### config.mk
export PLATFORM = sky130hd
export DESIGN_NAME = bus_fabric
export DESIGN_NICKNAME = d
export VERILOG_FILES = /design/src/rtl/bus_fabric_pkg.sv /design/src/rtl/bus_ack_watchdog.sv /design/src/rtl/bus_fabric.sv
export SDC_FILE = /design/constraint.sdc
export NUM_CORES = 1
export LEC_CHECK = 0
export BUFFER_PORTS_ARGS = -buffer_cell sky130_fd_sc_hd__buf_2
export CELL_PAD_IN_SITES_DETAIL_PLACEMENT = 1
export CELL_PAD_IN_SITES_GLOBAL_PLACEMENT = 2
export CORE_ASPECT_RATIO = 0.7
export CORE_MARGIN = 1
export CORE_UTILIZATION = 21
export CTS_CLUSTER_SIZE = 28
export DETAILED_ROUTE_END_ITERATION = 10
export PLACE_DENSITY = 0.85
export SKIP_CTS_REPAIR_TIMING = 1
export SLEW_MARGIN = 5
export SYNTH_ARGS = -nofsm -noshare
export SYNTH_HDL_FRONTEND = slang
export SYNTH_SLANG_ARGS = --single-unit
export TNS_END_PERCENT = 1
### constraint.sdc
create_clock -name clk -period 3.3 [get_ports clk]
set_input_delay 0.66 -clock clk [delete_from_list [all_inputs] [get_ports clk]]
set_output_delay 0.66 -clock clk [all_outputs]
set_load 0.03 [all_outputs]
### src/rtl/bus_fabric_pkg.sv
// Shared bus field layout, ERR_STAT bit positions and watchdog state type for bus_fabric.
package bus_fabric_pkg;

  localparam int unsigned BUS_IN_WIDTH  = 70;
  localparam int unsigned BUS_OUT_WIDTH = 34;

  localparam int unsigned BUS_FIELD_RD_REQ     = 0;
  localparam int unsigned BUS_FIELD_WR_REQ     = 1;
  localparam int unsigned BUS_ADDR_START       = 2;
  localparam int unsigned BUS_ADDR_END         = 33;
  localparam int unsigned BUS_BE_START         = 34;
  localparam int unsigned BUS_BE_END           = 37;
  localparam int unsigned BUS_WR_DATA_START    = 38;
  localparam int unsigned BUS_WR_DATA_END      = 69;
  localparam int unsigned BUS_FIELD_RD_ACK     = 0;
  localparam int unsigned BUS_FIELD_WR_ACK     = 1;
  localparam int unsigned BUS_RD_DATA_START    = 2;
  localparam int unsigned BUS_RD_DATA_END      = 33;

  localparam int unsigned ERR_STAT_VALID       = 0;
  localparam int unsigned ERR_STAT_WAS_WRITE   = 1;
  localparam int unsigned ERR_STAT_COLL        = 2;
  localparam int unsigned ERR_STAT_COUNT_START = 8;
  localparam int unsigned ERR_STAT_COUNT_END   = 15;

  // Field order mirrors the bit positions above (last member is bit 0).
  typedef struct packed {
    logic [31:0] wr_data;
    logic [3:0]  be;
    logic [31:0] addr;
    logic        wr_req;
    logic        rd_req;
  } bus_req_t;

  typedef struct packed {
    logic [31:0] rd_data;
    logic        wr_ack;
    logic        rd_ack;
  } bus_rsp_t;

  typedef enum logic [1:0] {
    WD_IDLE,
    WD_WAIT,
    WD_TERM
  } wd_state_t;

endpackage

### src/rtl/bus_ack_watchdog.sv
// Access watchdog: latches each request and flags a one-cycle termination when no ack
// arrives within TIMEOUT cycles of the request.
module bus_ack_watchdog
  import bus_fabric_pkg::*;
#(
  parameter int unsigned TIMEOUT = 64
) (
  input  logic        clk,
  input  logic        reset,
  input  logic        req,
  input  logic        req_write,
  input  logic [31:0] req_addr,
  input  logic        ack,
  output logic        term,
  output logic        term_write,
  output logic [31:0] term_addr
);

  // Counter reads TIMEOUT-2 in the last WAIT cycle, so TERM lands exactly TIMEOUT after the request.
  localparam logic [15:0] LAST = 16'(TIMEOUT - 2);

  wd_state_t   state, state_next;
  logic [15:0] cnt, cnt_next;

  always_ff @(posedge clk) begin
    if (reset) begin
      state      <= WD_IDLE;
      cnt        <= '0;
      term_addr  <= '0;
      term_write <= 1'b0;
    end else begin
      state <= state_next;
      cnt   <= cnt_next;
      if (req) begin
        term_addr  <= req_addr;
        term_write <= req_write;
      end
    end
  end

  always_comb begin
    state_next = state;
    cnt_next   = cnt;
    term       = 1'b0;
    case (state)
      WD_IDLE: begin
        if (req) begin
          state_next = WD_WAIT;
          cnt_next   = '0;
        end
      end
      WD_WAIT: begin
        if (req) begin
          cnt_next = '0;
        end else if (ack) begin
          state_next = WD_IDLE;
        end else begin
          cnt_next = cnt + 16'd1;
          if (cnt == LAST) state_next = WD_TERM;
        end
      end
      WD_TERM: begin
        term       = ~reset;
        state_next = req ? WD_WAIT : WD_IDLE;
        cnt_next   = '0;
      end
      default: state_next = WD_IDLE;
    endcase
  end

endmodule

### src/rtl/bus_fabric.sv
// Slave return merge with timeout termination, collision detect and ERR_ADDR/ERR_STAT registers.
// Define BUS_FABRIC_OUT_REG_EN to register bus_out (one extra cycle on every ack path).
module bus_fabric
  import bus_fabric_pkg::*;
#(
  parameter int unsigned NPORTS   = 8,
  parameter int unsigned TIMEOUT  = 64,
  parameter logic [31:0] BUS_ADDR = 32'h0200_0100,
  parameter logic [31:0] ERR_DATA = 32'hDEAD_BEEF
) (
  input  logic                              clk,
  input  logic                              reset,
  input  logic [BUS_IN_WIDTH-1:0]           bus_in,
  input  logic [NPORTS*BUS_OUT_WIDTH-1:0]   slave_bus_out,
  output logic [BUS_OUT_WIDTH-1:0]          bus_out,
  output logic                              err_irq
);

  bus_req_t    req;
  bus_rsp_t    port_rsp, slave_rsp, reg_rsp, term_rsp;
  logic        slave_any, slave_multi, reg_any, term_any, collision;
  logic        hit_addr, hit_stat, clear;
  logic        term, term_write, wd_ack;
  logic [31:0] term_addr, err_addr, stat_word;
  logic        stat_valid, stat_was_write, stat_coll;
  logic [7:0]  stat_count;
  logic [BUS_OUT_WIDTH-1:0] merged;
  logic        unused_bits;

  assign req         = bus_req_t'(bus_in);
  assign unused_bits = ^{req.be[3:1], req.wr_data[31:1]};

  always_comb begin
    slave_rsp   = '0;
    port_rsp    = '0;
    slave_any   = 1'b0;
    slave_multi = 1'b0;
    for (int unsigned k = 0; k < NPORTS; k++) begin
      port_rsp = bus_rsp_t'(slave_bus_out[k*BUS_OUT_WIDTH +: BUS_OUT_WIDTH]);
      if (port_rsp.rd_ack | port_rsp.wr_ack) begin
        slave_multi = slave_multi | slave_any;
        slave_any   = 1'b1;
      end
      slave_rsp = slave_rsp | port_rsp;
    end
  end

  assign reg_any   = reg_rsp.rd_ack | reg_rsp.wr_ack;
  assign term_any  = term_rsp.rd_ack | term_rsp.wr_ack;
  assign collision = slave_multi | (slave_any & reg_any) | (slave_any & term_any) | (reg_any & term_any);

  assign term_rsp.rd_ack  = term & ~term_write;
  assign term_rsp.wr_ack  = term & term_write;
  assign term_rsp.rd_data = (term & ~term_write) ? ERR_DATA : '0;

  assign merged = slave_rsp | reg_rsp | term_rsp;

`ifdef BUS_FABRIC_OUT_REG_EN
  logic [BUS_OUT_WIDTH-1:0] bus_out_q;

  always_ff @(posedge clk) begin
    if (reset) bus_out_q <= '0;
    else       bus_out_q <= merged;
  end

  assign bus_out = bus_out_q;
  assign wd_ack  = bus_out_q[BUS_FIELD_RD_ACK] | bus_out_q[BUS_FIELD_WR_ACK];
`else
  assign bus_out = merged;
  assign wd_ack  = slave_any | reg_any;
`endif

  bus_ack_watchdog #(
    .TIMEOUT (TIMEOUT)
  ) u_watchdog (
    .clk        (clk),
    .reset      (reset),
    .req        (req.rd_req | req.wr_req),
    .req_write  (req.wr_req),
    .req_addr   (req.addr),
    .ack        (wd_ack),
    .term       (term),
    .term_write (term_write),
    .term_addr  (term_addr)
  );

  assign hit_addr  = req.addr[31:2] == BUS_ADDR[31:2];
  assign hit_stat  = req.addr[31:2] == (BUS_ADDR[31:2] + 30'd1);
  assign clear     = req.wr_req & hit_stat & req.be[0] & req.wr_data[0];
  assign stat_word = {16'h0000, stat_count, 5'b00000, stat_coll, stat_was_write, stat_valid};
  assign err_irq   = stat_valid | stat_coll;

  always_ff @(posedge clk) begin
    if (reset) begin
      reg_rsp <= '0;
    end else begin
      reg_rsp.rd_ack  <= req.rd_req & (hit_addr | hit_stat);
      reg_rsp.wr_ack  <= req.wr_req & (hit_addr | hit_stat);
      reg_rsp.rd_data <= (req.rd_req & hit_addr) ? err_addr :
                         (req.rd_req & hit_stat) ? stat_word : '0;
    end
  end

  // Later assignments win: a same-cycle capture or collision overrides the clear.
  always_ff @(posedge clk) begin
    if (reset) begin
      err_addr       <= '0;
      stat_valid     <= 1'b0;
      stat_was_write <= 1'b0;
      stat_coll      <= 1'b0;
      stat_count     <= '0;
    end else begin
      if (clear) begin
        stat_valid <= 1'b0;
        stat_coll  <= 1'b0;
        stat_count <= '0;
      end
      if (collision) stat_coll <= 1'b1;
      if (term) begin
        if (~stat_valid | clear) begin
          err_addr       <= term_addr;
          stat_valid     <= 1'b1;
          stat_was_write <= term_write;
        end
        if (clear)                    stat_count <= 8'd1;
        else if (stat_count != 8'hFF) stat_count <= stat_count + 8'd1;
      end
    end
  end

endmodule

## After elaboration in Yosys (flattened, before gate mapping)

Index checks and enable logic that the tools add are counted.

- Flip-flop bits (word level): 128
- Output and inout port bits: 35

- Reductions and logical operators: 6
- Bitwise operators: 48
- Eq/ne operators: 10
- Add/sub/neg operators: 2
- Mux-type cells: 38

Operators by type and width:

| operator | number |
|---|---|
| bitwise OR 34 bit | 9 |
| two-way mux 16 bit | 4 |
| two-way mux 32 bit | 2 |
| equality test 30 x 24 -> 1 bit (second input constant) | 2 |
| one-hot mux 16 bit (3 select lines) | 1 |
| two-way mux 8 bit | 4 |
| bitwise OR 1 bit | 24 |
| two-way mux 1 bit | 22 |
| adder 16 x 1 -> 16 bit (second input constant) | 1 |
| equality test 16 x 6 -> 1 bit (second input constant) | 1 |
| bitwise AND 1 bit | 12 |
| adder 8 x 1 -> 8 bit (second input constant) | 1 |
| two-way mux 2 bit | 4 |
| inequality test 8 bit (second input constant) | 1 |
| one-hot mux 2 bit (3 select lines) | 1 |
| AND reduction 3 bit | 2 |
| inequality test 3 x 1 -> 1 bit (second input constant) | 1 |
| inequality test 3 x 2 -> 1 bit (second input constant) | 1 |
| inverter 1 bit | 3 |
| nonzero test 3 bit | 1 |
| equality test 2 x 1 -> 1 bit (second input constant) | 1 |
| equality test 2 bit (second input constant) | 1 |
| logical NOT 2 bit | 1 |
| inequality test 2 x 1 -> 1 bit (second input constant) | 1 |
| 3 further kinds | 3 |

## Longest topological paths before layout

Gate-level depths: netlist of run 1.

- Depth in word-level cells: 19
- Mapped depth: 7

## Cells and area by module

A second synthesis of run 1 with hierarchy kept.

- Cells, all modules: 652
- Area total of the unflattened synthesis: 5794.3 µm²

By module, submodules not included:

| module | cells each | sequential area each (µm²) | instances | area each (µm²) |
|---|---|---|---|---|
| bus_fabric | 419 | 1541.5 | 1 | 3612.2 |
| bus_ack_watchdog | 233 | 1021.0 | 1 | 2182.1 |

## Worst setup path before layout of run 1

No wires, ideal clock.

- Kind: in2reg
- Start point: input port slave_bus_out[102]
- End point: register u_watchdog.cnt[7]
- Stages: 5
- Arrival time: 2.499 ns
- Buffers on the path: 0
- Setup slack: 0.730 ns
- Cells stage by stage: or4_1 -> nor4_4 -> a31oi_2 -> or4b_1 -> a21oi_1

- Longest elaborated chain between the ends: 9

RTL lines:

| what | RTL line | text |
|---|---|---|
| start, declared | bus_fabric.sv:14 | `input logic [NPORTS*BUS_OUT_WIDTH-1:0] slave_bus_out,` |
| bitwise OR 1 bit | bus_fabric.sv:40 | `if (port_rsp.rd_ack \| port_rsp.wr_ack) begin` |
| two-way mux 1 bit (5 in series) | bus_fabric.sv:40 |  |
| bitwise OR 1 bit | bus_fabric.sv:70 | `assign wd_ack = slave_any \| reg_any;` |
| inequality test 3 x 2 -> 1 bit (no source line) | n/a |  |
| AND reduction 3 bit (no source line) | n/a |  |
| end signal, assigned | bus_ack_watchdog.sv:33 | `cnt <= cnt_next;` |
| end, declared | bus_ack_watchdog.sv:23 | `logic [15:0] cnt, cnt_next;` |

Every way passes these cells.
A chain may end at the register's enable or synchronous reset.

## Worst setup path after layout of run 1

- Start point: input port slave_bus_out[35]
- End point: output port bus_out[1]

- Longest elaborated chain between the ends: 9

RTL lines:

| what | RTL line | text |
|---|---|---|
| bitwise OR 34 bit (7 in series) | bus_fabric.sv:44 | `slave_rsp = slave_rsp \| port_rsp;` |
| bitwise OR 34 bit (2 in series) | bus_fabric.sv:56 | `assign merged = slave_rsp \| reg_rsp \| term_rsp;` |
| end, declared | bus_fabric.sv:15 | `output logic [BUS_OUT_WIDTH-1:0] bus_out,` |

Every way passes these cells.

==> results.toml, run 1 <==
[detailed_routing]
routedWlPerCell_um = 19.91
wl_um = 28760
drt_iter0_drc = 425
route.vias.total = 6767
drc = 0
dr.pass1.iters = 4
vias_per_cell = 4.683
antenna_left = 0

[worst_setup_path]
r2r-start = "u_watchdog.cnt[2]"
r2r_slack_ns = 1.13
crit_arrival_ns = 1.99
path_class = "primary input to primary output"
cp_data_required_time_ns = 2.64
reg2regPathDepth = 5
cp_common_cell = "buf_2"
max_stage_delay_ns = 0.54
start_kind = "primary input"
endpoint_kind = "primary output"
worstPathMaxFanout = 3
rr_endpoint = "u_watchdog.cnt[15]"
cp_slowest_cell = "or4_1"
path_cells = "buf_2 > or4_1 > a2111oi_0 > nand2_1 > buf_2"

[timing]
clock.fmax_ghz = 0.3775
finClkSkew_ns = 0.01207
rsz0062_at_grt = "no"
period_needed_ns = 2.649
setup_viol = 0
hold_viol = 0
tightest_slew_ns = 0.8202
slew_headroom_pct = 45.32
drv_slew = 0
fin_crit_sh_pct = 80.27
finalSetupTns_ns = 0

[hold_path]
worstHoldStart = "err_addr[5]"
hp-class = "flop to flop"
hold_depth = 1
whs_endpoint = "reg_rsp[7]"

[floorplanning]
die_x_um = 200.2
coreArea_mm2 = 0.02684
io_pins = 379
die_area_mm2 = 0.02817
start_util_pct = 21.51
row_count = 50
die_y_um = 140.7

[global_route]
antenna_found_initial = 7
grt_use_total_pct = 19.91
grt_pass1_vias = 6937
grt_pass1_wl_um = 42060
grt_max_degree = 78
grt_overflow = 0

[run]
maxCapViolCount = 0

[power_and_ir_drop]
powerDensity_mw_per_mm2 = 466.6
ir_worst_vdd_mv = 0.3707
leakagePower_nw = 3.440

[clocking]
cts_root_buf = "clkbuf_16"
clock_sinks = 128
numCtsBuffers = 17
clk_pin_slew_ns = 0.06
clock_path_buffers = 2
cts_tree = "done"
clk_latency_ns = 0.41
h-tree-depth = 4

[outcome]
outcome = "finished clean"

[layout]
fillers = 3307
layout_commonest_cell = "buf_2"
layout_common_cells = "344 x buf_2, 128 x dfxtp_1, 85 x a21oi_1"
drive_above_1_share_pct = 37.08
final_cell_area_mm2 = 0.008563
final_nets = 1410
syn2layout_area_growth_pct = 48.33

[synth]
netlist-cell-type-count = 48
synth-seq-cells = 128
synthesis.instances = 733
avgSynthCellArea_um2 = 7.876
async_reset_ff_share_pct = 0
yosys_most_used_dff = "dfxtp_1"
netlist_area_mm2 = 0.005773
synth_nets = 1080
synth_edf_count = 0
synth_warnings = 0
yosysSeqAreaShare_pct = 44.39

[placed_design]
postPlaceCellArea_mm2 = 0.007905
portBuffers = 344
globalplace.congestion = 0.9432
place_hpwl_um = 23420
[critical path, delay by kind of cell]
kind	cells	cell delay, ns
compound gates	1	0.39
buf+inv	2	0.30
simple gates	2	0.63
[kinds of logic after synthesis]
family	after synthesis	synth area share, %
simple gates	373	33.70
compound gates	169	16.36
flops	128	44.39
buf+inv	50	3.273
xor+xnor	5	0.7587
fa+ha+maj	5	0.9970
mux	3	0.5202
[area by class of cell]
type,count,area [um2],share of cell area (%)
tap,364,455.4,5.319
multi-input combinational,555,3052,35.64
clock buffer,21,460.4,5.377
sequential,128,2562,29.92
inverter,7,26.28,0.3068
antenna,5,12.51,0.1461
timing repair buffer,354,1809,21.13
clock inverter,11,185.2,2.162
[flip-flops by register name (all words and copies together) (netlist names)]
register,cells
reg_rsp,34
err_addr,32
u_watchdog.term_addr,32
u_watchdog.cnt,16
stat_count,8
u_watchdog.state,2
stat_coll,1
stat_valid,1
stat_was_write,1
u_watchdog.term_write,1
[power by group]
part / switching, mW / leakage, nW / internal (mW) / total [mW]
clock: 0.677 / 0.313 / 1.37 / 2.05
combinational: 0.176 / 2.09 / 0.176 / 0.352
sequential: 0.0196 / 1.04 / 1.57 / 1.59
[per-layer routing]
layer | share of wire, % | track usage (%)
met1 | 47 | 26.59
met2 | 46 | 32.02
met3 | 5.1 | 4.045
met4 | 1.8 | 6.478
met5 | 0.045 | 0
[per-stage QoR]
step                      instances  hold WS (ns)  setup WS (ns)  util, %  power (mW)
after floorplan                 733        0.4229         0.7301        -       1.724
after global placement         1408        0.4344         0.4778    29.45       1.971
after detailed placement       1408        0.4392         0.4319    29.45       1.977
after CTS                      1440        0.4530         0.5901    31.86       4.039
after global routing           1444        0.4733         0.4465    31.90       4.153
final                          1445        0.4488         0.6511    31.91       3.995
[cell usage after synthesis (4+ instances only)]
master | count | area share [%]
nor3_1 | 42 | 3.6
a21oi_1 | 85 | 7.4
a22o_1 | 11 | 1.7
o21ai_0 | 39 | 3.4
or2_2 | 4 | 0.43
a211oi_1 | 4 | 0.52
or4_1 | 5 | 0.65
nor4_1 | 41 | 4.4
and3_1 | 5 | 0.54
nand3_1 | 51 | 4.4
inv_1 | 7 | 0.46
dfxtp_1 | 128 | 44
and4_1 | 4 | 0.61
nand4_1 | 31 | 3.4
o21ai_1 | 11 | 0.95
nand2_1 | 84 | 5.5
a31oi_1 | 7 | 0.76
or4b_1 | 4 | 0.69
and2_1 | 24 | 2.6
nor2_1 | 58 | 3.8
clkbuf_1 | 40 | 2.6
nor2b_1 | 4 | 0.43
[how the worst max path moves through the flow]
stage                         from           endpoint  cells after the start
2_1_floorplan   slave_bus_out[102]  u_watchdog.cnt[7]                      5
3_3_place_gp    slave_bus_out[102]  u_watchdog.cnt[1]                      7
3_5_place_dp    slave_bus_out[102]  u_watchdog.cnt[1]                      7
4_1_cts                      reset         bus_out[2]                      6
5_1_grt        u_watchdog.state[1]         bus_out[1]                      5
6_report         slave_bus_out[35]         bus_out[1]                      5
No activity file was read; power rests on OpenSTA's default activity.
==> run 2, diff against run 1 <==
CORE_UTILIZATION = 19   (was 21)
PLACE_DENSITY = 0.81   (was 0.85)
clock period = 2.4 ns   (was 3.3 ns; I/O delays follow)
==> run 2 against run 1 <==
Total power is 31% higher. Count of clock-buffer cells in the layout is 4 lower. Sequential cell count stayed put. Combinational power is 43% higher. Global-route usage is 1.5 points lower. Hold slack worse by 0.14 ns. Clock power is 24% higher. Final cell count is 5.4% higher. Largest cell class unchanged.
==> results.toml, run 2 (synthesis results as in run 1) <==
[worst_setup_path]
max_stage_delay_ns = 0.54
cp_data_required_time_ns = 1.92
worstPathMaxFanout = 3
cp_common_cell = "buf_2"
cp_slowest_cell = "or4_1"
start_kind = "primary input"
crit_arrival_ns = 1.80
endpoint_kind = "primary output"
path_class = "primary input to primary output"
path_cells = "buf_2 > or4_1 > a2111oi_0 > nand2_1 > buf_2"

[timing]
tightest_slew_ns = 0.6999
slew_headroom_pct = 53.34
fin_hold_ws_ns = 0.3071
period_needed_ns = 2.277
clock.fmax_ghz = 0.4393
hold_viol = 0
setup_viol = 0
rsz0062_at_grt = "no"
drv_slew = 0
fin_crit_sh_pct = 94.86
setup_slack_ns = 0.1235
finClkSkew_ns = 0.01317

[placed_design]
dp_cells = 1481
globalplace.congestion = 0.8723
post-place-ws_ns = -0.1652
portBuffers = 344
postPlaceCellArea_mm2 = 0.008234
place_hpwl_um = 25040

[layout]
top_regs = "reg_rsp: 34 flops, err_addr: 32 flops, u_watchdog.term_addr: 32 flops"
final_cell_area_mm2 = 0.008864
largest_reg_flops = 34
fillers = 3662
stdcell_count = 1523
layout_commonest_cell = "buf_2"
drive_above_1_share_pct = 39.17
largest-register = "reg_rsp"
layout_common_cells = "344 x buf_2, 127 x dfxtp_1, 85 x a21oi_1"
multi_input_area_mm2 = 0.003058
final_nets = 1442
seq_area_mm2 = 0.002564
syn2layout_area_growth_pct = 53.53

[floorplanning]
coreArea_mm2 = 0.02941
die_area_mm2 = 0.03110
start_util_pct = 19.63
io_pins = 379
die_x_um = 210.3
die_y_um = 147.8
row_count = 52

[detailed_routing]
vias_per_cell = 4.509
antenna_left = 0
route.vias.total = 6867
drc = 0
drt_iter0_drc = 315
dr.pass1.iters = 4
wl_um = 29680
routedWlPerCell_um = 19.49

[global_route]
grt_pass1_vias = 6957
grt_max_degree = 65
antenna_found_initial = 17
grt_overflow = 0
grt_use_total_pct = 18.44
grt_pass1_wl_um = 42240

[power_and_ir_drop]
finalPower_mw = 5.230
powerDensity_mw_per_mm2 = 590.0
leakagePower_nw = 3.583
ir_worst_vdd_mv = 0.3270

[clocking]
clk_latency_ns = 0.43
clock_path_buffers = 2
clock_sinks = 128
h-tree-depth = 4
cts_root_buf = "clkbuf_16"
cts_tree = "done"
clk_pin_slew_ns = 0.06
numCtsBuffers = 17

[outcome]
outcome = "finished clean"

[run]
maxCapViolCount = 0

[hold_path]
hp-class = "primary input to flop"
[run 2: power breakdown]
| part | leakage, nW | internal, mW | switching (mW) |
|---|---|---|---|
| clock | 0.287 | 1.40 | 1.14 |
| sequential | 1.04 | 2.16 | 0.0273 |
| combinational | 2.26 | 0.260 | 0.246 |
| total | 3.58 | 3.82 | 1.41 |
[run 2: path summary, 6_finish.rpt]
| path | start | endpoint | slack [ns] | cells after the start |
|---|---|---|---|---|
| setup / recovery | slave_bus_out[35] | bus_out[1] | 0.12 | 5 |
| hold / removal | bus_in[3] | u_watchdog.term_addr[1] | 0.31 | 3 |
| setup reg to reg | u_watchdog.state[0] | u_watchdog.cnt[15] | 0.41 | 5 |
| hold reg to reg | err_addr[31] | reg_rsp[33] | 0.45 | 1 |
[run 2: per-layer routing]
| layer | up-vias | track usage [%] | share of wire (%) |
|---|---|---|---|
| met5 | - | 0 | 0.13 |
| met4 | 6 | 5.109 | 1.5 |
| met3 | 29 | 5.184 | 6.0 |
| met2 | 202 | 29.85 | 46 |
| met1 | 3215 | 23.89 | 46 |
| li1 | 3415 | - | - |
[run 2: worst max-delay path: cells and delay by family]
| family | cells | cell delay, ns |
|---|---|---|
| buf+inv | 2 | 0.29 |
| simple gates | 2 | 0.63 |
| compound gates | 1 | 0.39 |
[run 2: final cells by class]
cell class / instances / share of cell area [%]
flip-flops and latches: 128 / 28.92
multi-input cells: 555 / 34.50
clock inverters: 15 / 1.892
inverters: 7 / 0.2964
diodes: 10 / 0.2823
repair buffers: 386 / 23.59
well taps: 405 / 5.717
clock buffers: 17 / 4.800
[run 2: stage by stage]
stage | setup TNS (ns) | utilization (%)
finish | 0 | 30.14
global route | 0 | 30.11
CTS | -0.7668 | 30.02
detailed placement | -1.273 | 28.00
global placement | -0.8197 | 28.00
floorplan | 0 | -
